`config.mk`:
```
export PLATFORM = sky130hd
export DESIGN_NAME = fetch_stage
export DESIGN_NICKNAME = d
export VERILOG_FILES = /design/src/rtl/fetch_stage_pkg.sv /design/src/rtl/fetch_stage.sv
export SDC_FILE = /design/constraint.sdc
export NUM_CORES = 1
export LEC_CHECK = 0
export ABC_AREA = 1
export CAP_MARGIN = 20
export CORE_MARGIN = 2
export CORE_UTILIZATION = 38
export CTS_CLUSTER_DIAMETER = 50
export DETAILED_ROUTE_END_ITERATION = 12
export GPL_TIMING_DRIVEN = 0
export PLACE_DENSITY_LB_ADDON = 0.15
export SYNTH_ARGS = -nofsm -noshare
export SYNTH_HDL_FRONTEND = slang
export SYNTH_SLANG_ARGS = --single-unit
```
`constraint.sdc`:
```
create_clock -name clk -period 1.9 [get_ports clk]
set_clock_uncertainty 0.05 [all_clocks]
set_input_delay 0.38 -clock clk [delete_from_list [all_inputs] [get_ports clk]]
set_output_delay 0.38 -clock clk [all_outputs]
set_load 0.02 [all_outputs]
```
`src/rtl/fetch_stage_pkg.sv`:
```
// Shared processor definitions: word width, fetch FSM encoding, default reset PC.
package fetch_stage_pkg;

    localparam int WORD_W = 16;

    localparam logic [WORD_W-1:0] DEFAULT_RESET_PC = 16'h0000;

    typedef enum logic [1:0] {
        BOOT = 2'd0,
        RUN  = 2'd1,
        HALT = 2'd2
    } fetch_state_t;

endpackage

```
`src/rtl/fetch_stage.sv`:
```
// Instruction fetch stage: owns the PC and the IF/ID pipeline register, with
// BOOT/RUN/HALT sequencing, stall hold and branch redirect flush.
module fetch_stage
    import fetch_stage_pkg::*;
#(
    parameter logic [WORD_W-1:0] RESET_PC = DEFAULT_RESET_PC
) (
    input  logic              clk,
    input  logic              rst,
    output logic [WORD_W-1:0] pc_out,
    input  logic [WORD_W-1:0] instr_in,
    input  logic              stall,
    input  logic              redirect_valid,
    input  logic [WORD_W-1:0] redirect_pc,
    input  logic              halt,
    output logic              id_valid,
    output logic [WORD_W-1:0] id_instr,
    output logic [WORD_W-1:0] id_pc,
    output logic [WORD_W-1:0] id_pc_plus1,
    output logic              halted,
    output logic [WORD_W-1:0] fetch_count
);

    fetch_state_t state, state_nxt;

    logic [WORD_W-1:0] pc_p0;
    logic [WORD_W-1:0] pc_inc_p0;
    logic              do_redirect;
    logic              do_halt;
    logic              do_advance;

    assign pc_out    = pc_p0;
    assign pc_inc_p0 = pc_p0 + 16'd1;
    assign halted    = (state == HALT);

    // Priority decode: redirect beats halt beats stall; HALT ignores everything but rst.
    always_comb begin
        state_nxt   = state;
        do_redirect = 1'b0;
        do_halt     = 1'b0;
        do_advance  = 1'b0;
        case (state)
            BOOT: begin
                state_nxt   = RUN;
                do_redirect = redirect_valid;
            end
            RUN: begin
                if (redirect_valid) begin
                    do_redirect = 1'b1;
                end else if (halt) begin
                    do_halt   = 1'b1;
                    state_nxt = HALT;
                end else if (!stall) begin
                    do_advance = 1'b1;
                end
            end
            HALT: state_nxt = HALT;
            default: state_nxt = BOOT;
        endcase
    end

    always_ff @(posedge clk) begin
        if (rst) begin
            state <= BOOT;
        end else begin
            state <= state_nxt;
        end
    end

    // IF -> ID boundary
    always_ff @(posedge clk) begin
        if (rst) begin
            pc_p0       <= RESET_PC;
            id_valid    <= 1'b0;
            id_instr    <= '0;
            id_pc       <= '0;
            id_pc_plus1 <= '0;
            fetch_count <= '0;
        end else if (do_redirect) begin
            pc_p0    <= redirect_pc;
            id_valid <= 1'b0;
        end else if (do_halt) begin
            id_valid <= 1'b0;
        end else if (do_advance) begin
            pc_p0       <= pc_inc_p0;
            id_valid    <= 1'b1;
            id_instr    <= instr_in;
            id_pc       <= pc_p0;
            id_pc_plus1 <= pc_inc_p0;
            fetch_count <= fetch_count + 16'd1;
        end
    end

endmodule

```
==> metrics.yaml <==
synthCells: 542
hold_buffers: 0
vias: 3836
drv_cap: 0
required_ns: 1.47
die_w_um: 103.7
crit_path_cell_trace: "clkdlybuf4s50_1"
whs_ns: 0.4259
ys_ff_latch: 83
tightest_slew_ns: 0.5217
syn_to_final_growth_pct: 42.20
grt_start_max_net_pins: 14
final-setup-viol-count: 0
peakVddDrop_mv: 0.5914
routed_wl_um: 10820
io_buffer_count: 118
cts_made_buffers: 9
drtIter0Drc: 156
wl_per_cell_um: 13.35
slew_headroom_pct: 65.22
worst_ep_arrival_time_ns: 1.44
power_uw: 5398
grt_overflow: 0
final_area_sq_mm: 0.005371
drt_pre_antenna_iters: 4
final_nets: 717
setup_ws_ns: 0.02817
rsz0062_at_grt: "no"
r2r_cells: 9
cp-end-kind: "output port"
htreeDepth: 3
crit_family: "buffers and inverters"
die_h_um: 103.7
p_leak_uw: 0.002256
instances_no_fill: 811
outcome: "complete, no violations"
hp-class: "flip-flop to flip-flop"
synth_area_per_cell_sq_um: 6.969
drc: 0
viasPerCell: 4.730
grt_usage_pct: 20.03
grt_pass1_vias: 3578
max_stage_delay_ns: 0.66
pre_cts_ws_ns: -0.1342
die_area_sq_mm: 0.01075
drive_gt1_share_pct: 7.522
place_congestion: 0.8758
clkSinkCount: 83
cp_num_buf_inv: 1
ctsLongestPathBuffers: 2
crit_type: "flip-flop to output port"
num_rows: 36
cts-root-buf: "clkbuf_8"
antenna_found_initial: 0
cts_tree: "yes"
cp_max_fo: 8
cp_slowest_cell: "clkdlybuf4s50_1"
fin_crit_sh_pct: 98.52
fmax_mhz: 534.2
n_antenna_cell: 0
hold_viol: 0
start_util_pct: 38.82
clkLatencyLatePin_ns: 0.35
ys_warn_count: 0
ant_nets: 0
coreArea_sq_mm: 0.009729
clk_pin_slew_ns: 0.08
powerDensity_mw_per_mm2: 1005
grt_pass1_wl_um: 17500
cp_num_cells: 1
synth_cell_types: 30
syn_area_sq_mm: 0.003777
dp_hpwl_um: 8140
dpl.cell_count: 793
yosysSeqAreaShare_pct: 43.99
min_path_cells: 2
final.fill_count: 1009
setup.worst_path.start_class: "flip-flop"
postPlaceCellArea_sq_mm: 0.005125
syn-num-nets: 585
finalMaxSlewViolations: 0
min_period_ns: 1.872
ios: 119
where the power goes:
group | switching, uW | total, uW | internal [uW]
combinational | 1080 | 1830 | 752
clock | 634 | 1370 | 732
sequential | 249 | 2200 | 1950
worst register-to-register path, cell delays in order, from the launching register on:
cell and delay [ns]:
dfxtp_1 0.32, inv_1 0.11, ha_2 0.23, inv_1 0.07, nor2_2 0.09, nand2_2 0.10, nand2_2 0.13, buf_2 0.25
o21ai_0 0.11, a21oi_1 0.16
cell usage in the layout, fill, tap and decap left out, types with 9 or more instances in the layout:
cell	synthesis	layout
nor2_1	109	109
clkdlybuf4s50_1	0	106
nand2_1	105	105
dfxtp_1	83	82
o21ai_0	62	62
inv_1	52	52
a21oi_1	29	29
nand3_1	20	20
nor3_1	11	11
clkbuf_8	0	9
per-stage QoR:
step	setup TNS (ns)	utilization, %
after floorplan	0	-
after global placement	-2.412	52.67
after detailed placement	-3.456	52.67
after CTS	0	54.80
after global routing	0	55.21
final	0	55.21
registers in the layout, summed over array words and instances (netlist names):
name and flops:
fetch_count 16, id_instr 16, id_pc 16, id_pc_plus1 16, id_valid 1, pc_out 16, state 2
what timing repair did:
item / CTS / global route
buffers inserted: 0 / 3
pin swaps: 0 / 1
gates resized for setup: 9 / 10
endpoints found under the setup margin: 11 / 31
per-layer routing:
layer | up-vias | GRT usage, % | share of wire [%]
met1 | 1718 | 25.86 | 46
met4 | 0 | 6.950 | 1.9
met2 | 118 | 33.59 | 47
met5 | - | 0 | 0
met3 | 15 | 3.776 | 5.3
li1 | 1985 | - | -
cells by family after synthesis:
logic type	count (synthesis)	synth area share [%]
AND/OR/NAND/NOR	261	28.49
AO/OA/AOI/OAI	104	14.28
flip-flops	83	43.99
adder cells (fa/ha/maj)	6	1.987
XOR/XNOR	9	2.087
buffers and inverters	79	9.175
final cells by class:
class	instances	area, sq um	area share [%]
multi-input combinational	380	1779	33.12
sequential	83	1663	30.96
timing repair buffer	121	1207	22.48
inverter	54	202.7	3.774
tap	133	166.4	3.098
buffer	25	146.4	2.725
clock buffer	10	127.6	2.376
clock inverter	5	78.83	1.468
path summary, 6_finish.rpt:
path	start	slack, ns	endpoint
setup / recovery	pc_out[2]$_SDFFE_PP0P_	0.03	pc_out[2]
hold / removal	id_pc_plus1[2]$_SDFFE_PP0P_	0.43	id_pc_plus1[2]$_SDFFE_PP0P_
setup reg to reg	state[1]$_SDFFE_PP0P_	0.21	pc_out[12]$_SDFFE_PP0P_
hold reg to reg	id_pc_plus1[2]$_SDFFE_PP0P_	0.43	id_pc_plus1[2]$_SDFFE_PP0P_
cells in the mapped netlist, drive strengths merged:
master,number,area share [%]
nand3,22,3.2
o21ai,66,8.8
nor3,12,1.7
a211oi,1,0.20
nand3b,1,0.20
a311oi,1,0.23
dfxtp,83,44
a31oi,7,1.2
xor2,5,1.2
nor2,116,12
ha,6,2.0
a21oi,29,3.8
buf,16,2.9
nor4,1,0.17
nand2,107,11
nand4,2,0.33
xnor2,4,0.93
inv,54,5.4
clkbuf,9,0.89
No activity file was read; power rests on OpenSTA's default activity.
